### config.mk
export PLATFORM = sky130hd
export DESIGN_NAME = freq_meter
export DESIGN_NICKNAME = d
export VERILOG_FILES = /design/src/rtl/freq_meter.sv
export SDC_FILE = /design/constraint.sdc
export NUM_CORES = 1
export LEC_CHECK = 0
export CORE_MARGIN = 3
export CORE_UTILIZATION = 42
export CTS_CLUSTER_DIAMETER = 80
export DETAILED_ROUTE_END_ITERATION = 6
export PLACE_DENSITY = 0.65
export SETUP_SLACK_MARGIN = 0.5
export SLEW_MARGIN = 25
export SYNTH_ARGS = -nofsm -noshare
export SYNTH_HDL_FRONTEND = slang
export SYNTH_SLANG_ARGS = --single-unit
### constraint.sdc
create_clock -name CLOCK -period 13.9 [get_ports CLOCK]
set_clock_uncertainty 0.1 [all_clocks]
set_input_delay 4.17 -clock CLOCK [delete_from_list [all_inputs] [get_ports CLOCK]]
set_output_delay 4.17 -clock CLOCK [all_outputs]
set_load 0.02 [all_outputs]
### src/rtl/freq_meter.sv
// Equal-precision frequency meter: the gate opens and closes on input rising edges.
// Define FREQ_METER_AVG4_EN to report the rounded mean of the last four results.
module freq_meter #(
   parameter int unsigned CLK_HZ         = 209715200,
   parameter int unsigned GATE_CYCLES    = 20971520,
   parameter int unsigned TIMEOUT_CYCLES = 41943040
) (
   input  logic        CLOCK,
   input  logic        rst,
   input  logic        en,
   input  logic        sig_in,
   output logic [31:0] freq_hz,
   output logic        freq_valid,
   output logic        busy,
   output logic        no_signal
);

   localparam int unsigned W         = 32;
   localparam int unsigned DW        = 64;
   localparam int unsigned CW        = 6;
   localparam int unsigned GATE_LAST = GATE_CYCLES - 1;
   localparam int unsigned TMO_LAST  = TIMEOUT_CYCLES - 1;

   typedef enum logic [2:0] {IDLE, WAIT_OPEN, GATE, MUL, DIV, DONE, TMO} state_t;

   state_t          state_q, state_d;
   logic [2:0]      sync_q, sync_d;
   logic [W-1:0]    timer_q, timer_d;
   logic [W-1:0]    nref_q, nref_d, nsig_q, nsig_d;
   logic [W-1:0]    nref_lat_q, nref_lat_d, nsig_lat_q, nsig_lat_d;
   logic [DW-1:0]   dvd_q, dvd_d;
   logic [W-1:0]    rem_q, rem_d;
   logic [CW-1:0]   cnt_q, cnt_d;
   logic [W-1:0]    freq_hz_q, freq_hz_d;
   logic            freq_valid_q, freq_valid_d;
   logic            busy_q, busy_d;
   logic            no_signal_q, no_signal_d;
   logic            rise_c;
   logic [W:0]      rem_sh_c;
   logic [W-1:0]    quo_sat_c;
   logic [W-1:0]    result_c;

   function automatic logic [W-1:0] sat_inc(input logic [W-1:0] x);
      return (x == '1) ? x : x + W'(1);
   endfunction

   // sync_q[0..1] is the two-flop synchroniser, sync_q[2] the edge-detect delay
   assign sync_d    = {sync_q[1:0], sig_in};
   assign rise_c    = sync_q[1] & ~sync_q[2];
   assign quo_sat_c = (dvd_q[DW-1:W] != '0) ? '1 : dvd_q[W-1:0];

`ifdef FREQ_METER_AVG4_EN
   logic [2:0][W-1:0] hist_q, hist_d;
   logic [1:0]        hcnt_q, hcnt_d;
   logic [W+1:0]      sum_c;

   // Running mean over the current result and up to three previous ones
   always_comb begin
      hist_d = hist_q;
      hcnt_d = hcnt_q;
      sum_c  = (W+2)'(quo_sat_c) + (W+2)'(hist_q[0]) + (W+2)'(hist_q[1]) + (W+2)'(hist_q[2]);
      unique case (hcnt_q)
         2'd1:    result_c = W'((sum_c + (W+2)'(1)) >> 1);
         2'd2:    result_c = W'((sum_c + (W+2)'(1)) / (W+2)'(3));
         2'd3:    result_c = W'((sum_c + (W+2)'(2)) >> 2);
         default: result_c = quo_sat_c;
      endcase
      if (state_q == IDLE || state_q == TMO) begin
         hist_d = '0;
         hcnt_d = '0;
      end else if (state_q == DONE) begin
         hist_d = {hist_q[1:0], quo_sat_c};
         hcnt_d = (hcnt_q == 2'd3) ? 2'd3 : hcnt_q + 2'd1;
      end
   end

   always_ff @(posedge CLOCK or posedge rst) begin
      if (rst) begin
         hist_q <= '0;
         hcnt_q <= '0;
      end else begin
         hist_q <= hist_d;
         hcnt_q <= hcnt_d;
      end
   end
`else
   assign result_c = quo_sat_c;
`endif

   // Measurement sequencing, multiply and restoring divide
   always_comb begin
      state_d      = state_q;
      timer_d      = timer_q;
      nref_d       = nref_q;
      nsig_d       = nsig_q;
      nref_lat_d   = nref_lat_q;
      nsig_lat_d   = nsig_lat_q;
      dvd_d        = dvd_q;
      rem_d        = rem_q;
      cnt_d        = cnt_q;
      freq_hz_d    = freq_hz_q;
      no_signal_d  = no_signal_q;
      freq_valid_d = 1'b0;
      rem_sh_c     = {rem_q, dvd_q[DW-1]};
      unique case (state_q)
         IDLE: begin
            if (en) begin
               state_d = WAIT_OPEN;
               timer_d = '0;
            end
         end
         WAIT_OPEN: begin
            timer_d = sat_inc(timer_q);
            if (rise_c) begin
               nref_d  = '0;
               nsig_d  = '0;
               state_d = GATE;
            end else if (timer_q >= TMO_LAST) begin
               state_d = TMO;
            end
         end
         GATE: begin
            nref_d = sat_inc(nref_q);
            if (rise_c) nsig_d = sat_inc(nsig_q);
            if (rise_c && nref_q >= GATE_LAST) begin
               nref_lat_d = sat_inc(nref_q);
               nsig_lat_d = sat_inc(nsig_q);
               state_d    = MUL;
            end else if (nref_q >= TMO_LAST) begin
               state_d = TMO;
            end
         end
         MUL: begin
            dvd_d   = DW'(nsig_lat_q) * DW'(CLK_HZ) + DW'(nref_lat_q >> 1);
            rem_d   = '0;
            cnt_d   = '0;
            state_d = DIV;
         end
         DIV: begin
            if (rem_sh_c >= {1'b0, nref_lat_q}) begin
               rem_d = W'(rem_sh_c - {1'b0, nref_lat_q});
               dvd_d = {dvd_q[DW-2:0], 1'b1};
            end else begin
               rem_d = W'(rem_sh_c);
               dvd_d = {dvd_q[DW-2:0], 1'b0};
            end
            cnt_d = cnt_q + CW'(1);
            if (cnt_q == '1) state_d = DONE;
         end
         DONE: begin
            freq_hz_d    = result_c;
            no_signal_d  = 1'b0;
            freq_valid_d = 1'b1;
            timer_d      = '0;
            state_d      = en ? WAIT_OPEN : IDLE;
         end
         TMO: begin
            freq_hz_d    = '0;
            no_signal_d  = 1'b1;
            freq_valid_d = 1'b1;
            timer_d      = '0;
            state_d      = en ? WAIT_OPEN : IDLE;
         end
         default: state_d = IDLE;
      endcase
      if (!en && state_q != DONE && state_q != TMO) state_d = IDLE;
      busy_d = (state_d != IDLE);
   end

   always_ff @(posedge CLOCK or posedge rst) begin
      if (rst) begin
         state_q      <= IDLE;
         sync_q       <= '0;
         timer_q      <= '0;
         nref_q       <= '0;
         nsig_q       <= '0;
         nref_lat_q   <= '0;
         nsig_lat_q   <= '0;
         dvd_q        <= '0;
         rem_q        <= '0;
         cnt_q        <= '0;
         freq_hz_q    <= '0;
         freq_valid_q <= 1'b0;
         busy_q       <= 1'b0;
         no_signal_q  <= 1'b0;
      end else begin
         state_q      <= state_d;
         sync_q       <= sync_d;
         timer_q      <= timer_d;
         nref_q       <= nref_d;
         nsig_q       <= nsig_d;
         nref_lat_q   <= nref_lat_d;
         nsig_lat_q   <= nsig_lat_d;
         dvd_q        <= dvd_d;
         rem_q        <= rem_d;
         cnt_q        <= cnt_d;
         freq_hz_q    <= freq_hz_d;
         freq_valid_q <= freq_valid_d;
         busy_q       <= busy_d;
         no_signal_q  <= no_signal_d;
      end
   end

   assign freq_hz    = freq_hz_q;
   assign freq_valid = freq_valid_q;
   assign busy       = busy_q;
   assign no_signal  = no_signal_q;

endmodule

==> flow_summary.ini <==
[outcome]
status = completed

[clocking]
cts_resized = 0
cts_tree = yes
clk_path_buf_depth = 3
htreeDepth = 2
clkSlewWorstSetupHoldPaths_ns = 0.06
cts_buffers = 35
clock_latency_ns = 0.55
cts_setup_buffers = 0
cts.sinks = 303
hold_buffers = 0
root_buffer = clkbuf_16

[timing]
slew_viol_final = 0
rsz0062_at_grt = false
finalWorstSetupSlack_ns = 7.56
setup_violations = 0
period_share_pct = 45.6
hold-worst-slack_ns = 0.252
fmax_mhz = 158
setup_tns_ns = 0
finalHoldViolations = 0
tightest_slew_ns = 0.951
post-route-min-period_ns = 6.34
relSlewSlack_pct = 36.6

[worst_hold_path]
holdPathEnd = sync_q[1]
worstHoldPathType = register to register
hold_depth = 0
holdCritStartpoint = sync_q[0]

[die]
die_area_mm2 = 0.0510
rows = 79
start_util_pct = 43.0
die_w_um = 226
core_area_mm2 = 0.0471
io_pins = 39
chipHeight_um = 226

[finish]
diodes = 0
ff_latch_area_mm2 = 0.00758
multi_input_area_mm2 = 0.0116
fin_nets = 2501
syn2layout_area_growth_pct = 10.4
final_area_mm2 = 0.0224
fill_cells = 4381
drive_gt1_share_pct = 5.28

[pwr]
p_sw_uw = 442
pwr-share-clk_pct = 50.0
p_int_mw = 1.48
swShare_pct = 23.0
power_density_mw_per_mm2 = 85.9
ir_worst_vdd_mv = 0.0625
p_comb_share_pct = 3.2
seqPwrFrac_pct = 46.7
power.total_mw = 1.92
p_leak_nw = 10.3

[placement]
dpl.hpwl_mm = 32.1
place.gp.congestion = 0.817
numPortBuffers = 38
dpl_worst_slack_ns = 6.99
placed_area_mm2 = 0.0212

[synthesis]
synth_simple_gate_area_share_pct = 17.4
synth-compound-area-share_pct = 19.3
async_reset_ff_share_pct = 100
synth_top_area_share_pct = 37.4
synth_ff_type = dfrtp_1
synth_seq_cells = 303
avgSynthCellArea_um2 = 8.67
ys_seq_area_share_pct = 37.4
synth-adder-area-share_pct = 11.8
synth_edf_count = 0
synth_top_cell_by_area = dfrtp_1
synthMuxAreaShare_pct = 1.49
yosys_warnings = 0
syn_inst = 2341
synth_xor_xnor_area_share_pct = 7.08
synth_top_family_by_area = compound AO/OA/AOI/OAI gates
synth.distinct_cells = 82
syn_nets = 2519
synth.cell_area_mm2 = 0.0203
ys_top_cells_by_area = dfrtp_1 (37%), ha_1 (8.9%), o21ai_0 (6.9%)

[global_routing]
grt.total_usage_pct = 18.0
grt_max_degree = 180
grt.met3_usage_pct = 2.35
met1_usage_pct = 26.8
grt_pass1_wl_mm = 77.7
gr-total-overflow = 0
grt_busiest_layer = met2
use_met2_pct = 27.9
grt_antenna_before_repair = 0
grt_pass1_vias = 15633

[critical_path]
r2r_slack_ns = 8.50
cp_max_fo = 16
end_kind = register
worstReg2RegEnd = dvd_q[59]
path_class = input pin to register
arrival_ns = 6.71
critPathLaunchType = input pin
rr_startpoint = nsig_lat_q[12]
cp.required_ns = 14.28
rr_worst_depth = 17

[drt]
num_vias = 16171
dr.pass1.iters = 7
first_iter_violations = 1054
drt.antenna.violating_nets = 0
via_per_inst = 5.47
wl_per_cell_um = 15.4
drc = 0
drt_wl_total_mm = 45.5

[flow_run]
maxCapViolations = 0
==> cell usage after synthesis (37+ instances only) <==
cell type	number
inv_1	178
clkbuf_1	95
and3_1	37
a21o_1	43
a21oi_1	112
ha_1	145
nand3_1	55
nand2_1	291
xor2_1	82
a22oi_1	58
o21ai_0	279
dfrtp_1	303
xnor2_1	82
nor2_1	173
==> how the worst max path moves through the flow <==
stage / from / endpoint / cells after the start
finish: en / timer_q[31] / 11
global route: en / timer_q[31] / 11
CTS: en / timer_q[31] / 11
detailed placement: en / timer_q[31] / 11
global placement: en / timer_q[31] / 11
floorplan: rst / busy / 1
==> placed cells by master (no fill, tap or decap), drive strengths merged, types with 35 or more instances in the layout <==
cell,n
clkbuf,43
and3,38
o21ai,290
inv,181
nand3,55
clkdlybuf4s50,38
a22oi,58
dfrtp,303
nand4,35
ha,145
nor2,173
xnor2,82
xor2,82
a21oi,114
nand2,291
a21o,45
==> worst max-delay path: stages <==
cell,delay [ns]
clkdlybuf4s50_1,0.53
a21oi_1,0.08
o21a_1,0.20
inv_1,0.05
o31ai_1,0.05
buf_4,0.19
or2_2,0.37
nor2_1,0.43
nand3_1,0.15
or3_1,0.33
a21oi_1,0.15
==> final cells by class <==
| class | count | share of cell area (%) |
|---|---|---|
| Sequential cell | 303 | 33.9 |
| Clock buffer | 43 | 4.13 |
| Multi-Input combinational cell | 1747 | 51.9 |
| Tap cell | 607 | 3.39 |
| Clock inverter | 19 | 1.20 |
| Inverter | 179 | 3.03 |
| Timing Repair Buffer | 57 | 2.48 |
==> metrics by stage <==
stage | util, % | instances
3_5_place_dp | 44.9 | 2892
2_1_floorplan | - | 2341
5_1_grt | 47.5 | 2955
6_report | 47.5 | 2955
3_3_place_gp | 44.9 | 2892
4_1_cts | 47.4 | 2954
==> power groups by stage <==
stage	combinational (mW)	clock (mW)	sequential (mW)
2_1_floorplan	0.0443	0	0.912
3_3_place_gp	0.0609	0	0.915
3_5_place_dp	0.0625	0	0.915
4_1_cts	0.0629	0.989	0.899
5_1_grt	0.0707	1.03	0.900
6_report	0.0620	0.963	0.899
==> cells by family after synthesis <==
family	count (synthesis)
AOI/OAI and AO/OA	639
xor gates and xnor gates	164
and+or+nand+nor	740
muxes	30
buffers and inverters	291
DFF	303
adders and majority gates	174
==> registers in the layout, summed over array words and instances, names as in the netlist <==
name / flops
busy: 1
cnt_q: 6
dvd_q: 64
freq_hz: 32
freq_valid: 1
no_signal: 1
nref_lat_q: 32
nref_q: 32
nsig_lat_q: 32
nsig_q: 32
rem_q: 32
state_q: 3
sync_q: 3
timer_q: 32
==> layer usage <==
layer / vias to the layer above / routed length [um]
met2: 256 / 19900
met4: 0 / 732
li1: 8124 / -
met5: - / 0
met1: 7745 / 23200
met3: 46 / 1720
Note: power is estimated with default switching activity, not from simulation.
